==> src/rtl/paddle_ctrl.sv <==
// paddle_ctrl: two raw buttons -> clamped, centre-referenced paddle row, plus a registered draw strobe.
// Optional: define PADDLE_DEBOUNCE_EN to build the per-button debounce counters.
module paddle_ctrl #(
  parameter int HMAX           = 800,
  parameter int VMAX           = 525,
  parameter int HEIGHT         = 30,
  parameter int PIXEL_SIZE     = 16,
  parameter int PADDLE_H_POS   = 5,
  parameter int PADDLE_HALF    = 3,
  parameter int POS_INIT       = 15,
  parameter int POS_MIN        = 4,
  parameter int POS_MAX        = 27,
  parameter int MOVE_SPEED     = 1250000,
  parameter int DEBOUNCE_LIMIT = 250000
) (
  input  logic                      i_Clk,
  input  logic                      i_Reset,
  input  logic [$clog2(HMAX)-1:0]   i_H_count,
  input  logic [$clog2(VMAX)-1:0]   i_V_count,
  input  logic                      i_Up,
  input  logic                      i_Down,
  input  logic                      i_Enable,
  output logic [$clog2(HEIGHT)-1:0] o_Paddle_Pos,
  output logic                      o_Draw_Paddle
);

  localparam int PW = $clog2(HEIGHT);
  localparam int MW = $clog2(MOVE_SPEED + 1);
  localparam int DW = $clog2(HMAX) + 1;

  localparam logic [PW-1:0] POS_INIT_V = PW'(POS_INIT);
  localparam logic [PW-1:0] POS_MIN_V  = PW'(POS_MIN);
  localparam logic [PW-1:0] POS_MAX_V  = PW'(POS_MAX);
  localparam logic [MW-1:0] MOVE_LAST  = MW'(MOVE_SPEED - 1);
  localparam logic [DW-1:0] H_LO       = DW'((PADDLE_H_POS - 1) * PIXEL_SIZE);
  localparam logic [DW-1:0] H_HI       = DW'(PADDLE_H_POS * PIXEL_SIZE);

  typedef enum logic [1:0] {IDLE, STEP, HOLD} state_t;

  state_t        state;
  logic [MW-1:0] move_cnt;
  logic [PW-1:0] pos;
  logic [PW-1:0] next_pos;
  logic          up_meta, up_sync, dn_meta, dn_sync;
  logic          up_db, dn_db;
  logic          up_req, dn_req, any_req;

  always_ff @(posedge i_Clk or posedge i_Reset) begin
    if (i_Reset) begin
      up_meta <= 1'b0;
      up_sync <= 1'b0;
      dn_meta <= 1'b0;
      dn_sync <= 1'b0;
    end else begin
      up_meta <= i_Up;
      up_sync <= up_meta;
      dn_meta <= i_Down;
      dn_sync <= dn_meta;
    end
  end

`ifdef PADDLE_DEBOUNCE_EN
  localparam int DBW = $clog2(DEBOUNCE_LIMIT + 1);
  localparam logic [DBW-1:0] DB_LAST = DBW'(DEBOUNCE_LIMIT - 1);

  logic [DBW-1:0] up_cnt, dn_cnt;

  // A change is accepted only after DEBOUNCE_LIMIT consecutive disagreeing cycles.
  always_ff @(posedge i_Clk or posedge i_Reset) begin
    if (i_Reset) begin
      up_cnt <= '0;
      dn_cnt <= '0;
      up_db  <= 1'b0;
      dn_db  <= 1'b0;
    end else begin
      if (up_sync == up_db) begin
        up_cnt <= '0;
      end else if (up_cnt == DB_LAST) begin
        up_db  <= up_sync;
        up_cnt <= '0;
      end else begin
        up_cnt <= up_cnt + DBW'(1);
      end

      if (dn_sync == dn_db) begin
        dn_cnt <= '0;
      end else if (dn_cnt == DB_LAST) begin
        dn_db  <= dn_sync;
        dn_cnt <= '0;
      end else begin
        dn_cnt <= dn_cnt + DBW'(1);
      end
    end
  end
`else
  logic unused_debounce;
  assign unused_debounce = (DEBOUNCE_LIMIT > 0);
  assign up_db = up_sync;
  assign dn_db = dn_sync;
`endif

  assign up_req  = up_db & ~dn_db;
  assign dn_req  = dn_db & ~up_db;
  assign any_req = up_req | dn_req;

  always_comb begin
    next_pos = pos;
    if (dn_req && (pos < POS_MAX_V)) begin
      next_pos = pos + PW'(1);
    end else if (up_req && (pos > POS_MIN_V)) begin
      next_pos = pos - PW'(1);
    end
  end

  // The position is loaded on the edge that enters STEP, so the move is visible
  // one cycle after the debounced request and exactly MOVE_SPEED+1 cycles apart.
  always_ff @(posedge i_Clk or posedge i_Reset) begin
    if (i_Reset) begin
      state    <= IDLE;
      move_cnt <= '0;
      pos      <= POS_INIT_V;
    end else begin
      case (state)
        IDLE: begin
          if (any_req && i_Enable) begin
            state <= STEP;
            pos   <= next_pos;
          end
        end
        STEP: begin
          state    <= HOLD;
          move_cnt <= '0;
        end
        HOLD: begin
          if (!any_req || !i_Enable) begin
            state <= IDLE;
          end else if (move_cnt == MOVE_LAST) begin
            state <= STEP;
            pos   <= next_pos;
          end else begin
            move_cnt <= move_cnt + MW'(1);
          end
        end
        default: state <= IDLE;
      endcase
    end
  end

  logic [DW-1:0] h_ext, v_ext, pos_ext, v_lo, v_hi;

  assign h_ext   = DW'(i_H_count);
  assign v_ext   = DW'(i_V_count);
  assign pos_ext = DW'(pos);
  assign v_lo    = (pos_ext - DW'(PADDLE_HALF + 1)) * DW'(PIXEL_SIZE);
  assign v_hi    = (pos_ext + DW'(PADDLE_HALF)) * DW'(PIXEL_SIZE);

  always_ff @(posedge i_Clk or posedge i_Reset) begin
    if (i_Reset) begin
      o_Draw_Paddle <= 1'b0;
    end else begin
      o_Draw_Paddle <= (h_ext > H_LO) && (h_ext < H_HI) &&
                       (v_ext > v_lo) && (v_ext < v_hi);
    end
  end

  assign o_Paddle_Pos = pos;

endmodule

==> config.mk <==
export PLATFORM = sky130hd
export DESIGN_NAME = paddle_ctrl
export DESIGN_NICKNAME = d
export VERILOG_FILES = /design/src/rtl/paddle_ctrl.sv
export SDC_FILE = /design/constraint.sdc
export NUM_CORES = 1
export LEC_CHECK = 0
export CORE_MARGIN = 4
export CORE_UTILIZATION = 55
export DETAILED_ROUTE_END_ITERATION = 16
export DONT_BUFFER_PORTS = 1
export PLACE_DENSITY = 0.7
export SYNTH_ARGS = -nofsm -noshare
export SYNTH_HDL_FRONTEND = slang
export SYNTH_SLANG_ARGS = --single-unit
==> constraint.sdc <==
create_clock -name i_Clk -period 2.4 [get_ports i_Clk]
set_input_delay 0.48 -clock i_Clk [delete_from_list [all_inputs] [get_ports i_Clk]]
set_output_delay 0.48 -clock i_Clk [all_outputs]
set_load 0.005 [all_outputs]
# Word-level counts from Yosys, hierarchy flattened
# Index checks and enable logic that the tools add are counted.
totals:
  output_inout_bits: 6
  in_bits: 25
  register_bits: 33
  wordCells: 60
classes:
  n_lt_le_gt_ge: 6
  reduce_logical: 15
  add_sub_neg: 5
  n_bitwise: 5
  n_eq_ne: 8
  muxes: 13
op_table:
  columns: ["operator", "n"]
  rows:
  - ["$mux 21", 2]
  - ["$pmux 21 s2", 1]
  - ["$mux 5", 5]
  - ["$add 21x1->21 const B", 1]
  - ["$eq 21x21->1 const B", 1]
  - ["$gt 10x11->1", 1]
  - ["$gt 10x7->1 const B", 1]
  - ["$lt 10x10->1", 1]
  - ["$lt 10x7->1 const B", 1]
  - ["$pmux 5 s2", 1]
  - ["$ne 2x2->1 const B", 4]
  - ["$add 5x2->6 const B", 1]
  - ["$logic_and 1x1->1", 6]
  - ["$mux 2", 3]
  - ["$pmux 2 s3", 1]
  - ["$sub 5x3->6 const B", 1]
  - ["$add 5x1->5 const B", 1]
  - ["$gt 5x3->1 const B", 1]
  - ["$lt 5x5->1 const B", 1]
  - ["$sub 5x1->5 const B", 1]
  - ["$reduce_and 4->1", 1]
  - ["$reduce_bool 2->1", 2]
  - ["$ne 3x3->1 const B", 1]
  - ["$reduce_and 3->1", 1]
  - ["other kinds (9)", 12]

# Logic depth before layout (Yosys ltp)
logic_depth:
  word_depth: 8
  depth_mapped: 9
  ltp_nobuf: 9

# Worst setup path before layout
# Ideal clock, no wire load.
synth_timing:
  kind: "flip-flop to flip-flop"
  from: "register pos[0] (netlist: o_Paddle_Pos[0])"
  to: "register pos[4] (netlist: o_Paddle_Pos[4])"
  period_less_slack_ps: 2263
  stages_incl_launch_ff: 9
  path_buffers: 0
  required_time_ps: 2321
  t_arrival_ps: 2184
  setup_slack_ps: 137
  setup_ps: 79
  cell_sequence: "dfstp_2 a21oi_1 o21ai_2 ha_1 a21o_1 a21oi_1 xnor2_1 a2111o_1 a2bb2oi_1"
synth_between:
  elab_chain_cells: 7
  elab_cells_between_ends: 12
  cone_classes: "add/sub (2); order compare (2); mux (6); reduce/logical (2)"
synth_lines:
  columns: ["item", "line_no", "text"]
  rows:
  - ["start, declared", "42", "logic [PW-1:0] pos;"]
  - ["start signal, assigned", "127", "pos <= next_pos;"]
  - ["start signal, assigned", "139", "pos <= next_pos;"]
  - ["$gt 5x3->1", "110", "end else if (up_req && (pos > POS_MIN_V)) begin"]
  - ["$logic_and 1x1->1", "110", null]
  - ["$mux 5", "110", null]
  - ["$mux 5 *", "108", "if (dn_req && (pos < POS_MAX_V)) begin"]
  - ["$mux 5", "137", "end else if (move_cnt == MOVE_LAST) begin"]
  - ["$mux 5", "135", "if (!any_req || !i_Enable) begin"]
  - ["$pmux 5 s2 *", "123", "case (state)"]
# Every way passes the cells marked *; elsewhere a longest branch is shown, timed or not. The select of a mux whose other input is x is not followed.
# A chain may end at the register's enable or synchronous reset.

# Final worst setup path
layout_timing:
  from: "register pos[1] (netlist: o_Paddle_Pos[1])"
  to: "register pos[4] (netlist: o_Paddle_Pos[4])"
# Same word-level chain as after synthesis.

==> summary.md <==
| Metric | Value |
|---|---|
| FF/Latch Area | about 830 um2 |
| Port bufs | 0 |
| Post-CTS Hold Fix Bufs | 0 |
| Count of final hold-check violations | 0 |
| Vias in the first global route | approximately 1800 |
| IO Count | 31 |
| Clk network pwr share | 24.1% |
| DR iter-0 viols | slightly above 70 |
| Syn Std Cell Area | between 2000 and 2500 um2 |
| Total grt overflow | 0 |
| Fraction of layout cells with a size suffix above 1 | about 15% |
| Area of the multi-input gates | between 1000 and 1500 um2 |
| Clk buf depth | 2 |
| Worst-path fanout max | 7 |
| M1 WL | about 2200 um |
| Final HPWL DP | roughly 3500 um |
| DR WL met3 | between 150 and 200 um |
| Crit Reg-Reg Endpoint | o_Paddle_Pos[4] |
| R2r worst-path depth | 8 |
| CP required | 2.61 ns |
| Final Cycle Share | 95.7% |
| Slew of the pin with the lowest slew margin | ~0.4 ns |
| Mean Syn Cell Area | between 9 and 10 um2 |
| RSZ-0062 raised after global routing | no |
| # fillers | between 200 and 300 |
| Main synth FF type | dfrtp_1 |
| Leak pwr | 1.15 nW |
| Async set-reset flop share out of synthesis | between 90% and 100% |
| Core area | between 3000 and 4000 um2 |
| DR DRC count | 0 |
| Worst-path clk slew | around 0.07 ns |
| Total of max-cap violations | 0 |
| Dpl cells | around 280 |
| Cell variety after synth | 52 |
| Antenna cells | 0 |
| Min-Delay Path Class | in -> async |
| Layout Area Growth over Synthesis | 11.2% |
| PD cells | between 900 and 1000 nW/um2 |
| TritonCTS clock tree | built |
| Synth Register Bits | 33 |
| Worst Path Arrival | between 2 and 3 ns |
| CP Class | reg -> reg |
| Total CTS buffers | 5 |
| Yosys Warn Count | 0 |
| Synthesized net count | about 280 |
| GRT Overall Usage | between 10% and 20% |
| Max Clock Freq | roughly 440 MHz |
| Initial core utilization | 59.0% |
| Switching share of power | between 30% and 40% |
| Slew HR | between 70% and 80% |
| Fin cells | between 200 and 300 |
| Top cells by count, synth | dfrtp_1 (29), ha_1 (25), nand2_1 (19), nor2_1 (18), inv_1 (11) |
| DRT Pass-1 Iters | 4 |
| Clk_skew | between 0.006 and 0.007 ns |
| Flop pwr share | approximately a third |
| Gate power share | between 40% and 50% |
| R2R Setup Slk | 0.10 ns |
| Minimum clock period | 2.30 ns |
| Via density per instance | between 5 and 6 |
| Largest net degree at the start of global routing | 34 |
| Initial antenna violation count | 0 |
| Die X | 71.6 um |
| Nets@finish | just under 300 |
| Setup_tns | 0 ns |
| Most common cell in the synthesized netlist | dfrtp_1 |
| Area share of the largest cell type after synthesis | ~33% |
| Sink Count | 33 |
| Uppermost routed layer | met4 |
| Wirelength per Cell | around 16 um |
| Global-route wire length before repair | around 8000 um |
| Die height | just over 70 um |
| Clk_lat worst skew | around 0.28 ns |
| CTS H-tree depth | 2 |
| Net switching power | just over 0.8 mW |
| Endpoints failing setup | 0 |
| Total vias in the final route | between 1500 and 2000 |
| Main area contributors after synthesis | dfrtp_1 (33%), ha_1 (14%), dfstp_2 (4.7%) |
| Reg2reg start | o_Paddle_Pos[1] |
| Outcome | complete, no violations |
| Post-route ant nets | 0 |
| Worst Setup End Kind | register |
| Met2 WL | about 2200 um |
| Max-slew violation count | 0 |
| RD Place Congestion | between 0.8 and 0.9 |
| Clock root cell | clkbuf_8 |
| Synth area leader | dfrtp_1 |
| Internal | approximately 1.4 mW |
| Row count | 22 |
| Sequential element share of the synthesized area | 37.3% |
| Total routed wirelength | between 4000 and 5000 um |
| Startpoint Class | register |
| Syn Inst Count | about 230 |
| Number of synthesized flops with an enable pin | 0 |
| Die area | 5130 um2 |
| Peak supply drop | just under 0.7 mV |
cells in the final DEF (no fill, tap or decap), types with 3 or more instances in the layout:
| master | n |
|---|---|
| nor3_1 | 5 |
| nor2_1 | 18 |
| inv_1 | 11 |
| ha_1 | 25 |
| and2_1 | 3 |
| nand2_1 | 19 |
| dfstp_2 | 4 |
| o211ai_1 | 3 |
| nand3_1 | 9 |
| nor2b_1 | 5 |
| xnor2_1 | 10 |
| a21oi_1 | 6 |
| nor4_1 | 4 |
| and3_1 | 4 |
| nand4_1 | 6 |
| mux2i_1 | 5 |
| o21ai_0 | 5 |
| dfrtp_1 | 29 |
| buf_4 | 11 |
| clkbuf_8 | 6 |
| o41ai_1 | 3 |
| xor2_1 | 10 |
state kept, by name (all words and copies together), names as in the netlist:
name / count
move_cnt: 21
dn_db: 1
up_db: 1
up_meta: 1
o_Draw_Paddle: 1
dn_meta: 1
state: 2
o_Paddle_Pos: 5
per-layer routing:
layer / track usage, % / up-vias
li1: - / 841
met1: 28.1 / 839
met2: 30.3 / 40
met3: 4.07 / 4
met4: 3.97 / 0
met5: 0 / -
per-stage QoR:
| stage | hold slack (ns) | instance area [um2] | power (mW) | worst slack, ns | util, % |
|---|---|---|---|---|---|
| 2_1_floorplan | 0.331 | 2230 | 1.44 | 0.137 | - |
| 3_3_place_gp | 0.341 | 2340 | 1.65 | 0.111 | 62.0 |
| 3_5_place_dp | 0.344 | 2340 | 1.69 | 0.0265 | 62.0 |
| 4_1_cts | 0.177 | 2460 | 2.25 | 0.00477 | 65.2 |
| 5_1_grt | 0.201 | 2470 | 2.47 | 0.00582 | 65.6 |
| 6_report | 0.174 | 2470 | 2.26 | 0.103 | 65.6 |
cells by family (layout without fill, tap and decap cells):
family / Yosys count / after routing / synth area share, %
AOI/OAI and AO/OA: 34 / 34 / 11.2
xor gates and xnor gates: 20 / 20 / 7.87
adders and majority gates: 26 / 26 / 15.0
buffers and inverters: 17 / 33 / 3.20
DFF: 33 / 33 / 37.3
muxes: 6 / 6 / 2.92
and+or+nand+nor: 89 / 89 / 22.5
power by group through the flow:
stage | combinational (mW) | sequential [mW] | clock [mW]
after floorplan | 0.673 | 0.770 | 0
after global placement | 0.875 | 0.770 | 0
after detailed placement | 0.917 | 0.778 | 0
after CTS | 0.931 | 0.768 | 0.557
after global routing | 1.10 | 0.774 | 0.592
final | 0.957 | 0.760 | 0.545
critical path, cell delays in order (launching register included):
cell and delay [ns]:
dfstp_2 0.62, a21oi_1 0.10, o21ai_2 0.24, ha_1 0.31, a21o_1 0.21, a21oi_2 0.18, xnor2_1 0.08, a2111o_1 0.34
a2bb2oi_1 0.14
final cells by class:
class	count	share of cell area (%)
multi-input cells	175	53.6
clock buffers	6	3.34
inverters	13	1.97
clock inverters	2	1.52
flip-flops and latches	33	33.6
well taps	48	2.43
repair buffers	12	3.54
what timing repair did:
action	in CTS	in global routing
endpoints found under the setup margin	0	1
buffers inserted	0	2
hold endpoints to repair	0	0
gates resized for setup	0	1
worst max path at each step:
| stage | from | to | slack [ns] | depth (start not counted) |
|---|---|---|---|---|
| 6_report | o_Paddle_Pos[1] | o_Paddle_Pos[4] | 0.10 | 8 |
| 5_1_grt | o_Paddle_Pos[1] | o_Paddle_Pos[4] | 0.006 | 8 |
| 4_1_cts | o_Paddle_Pos[2] | o_Paddle_Pos[4] | 0.005 | 8 |
| 3_5_place_dp | o_Paddle_Pos[2] | o_Paddle_Pos[4] | 0.03 | 8 |
| 3_3_place_gp | o_Paddle_Pos[2] | o_Paddle_Pos[4] | 0.11 | 8 |
| 2_1_floorplan | o_Paddle_Pos[0] | o_Paddle_Pos[4] | 0.14 | 8 |
Note: power is estimated with default switching activity, not from simulation.
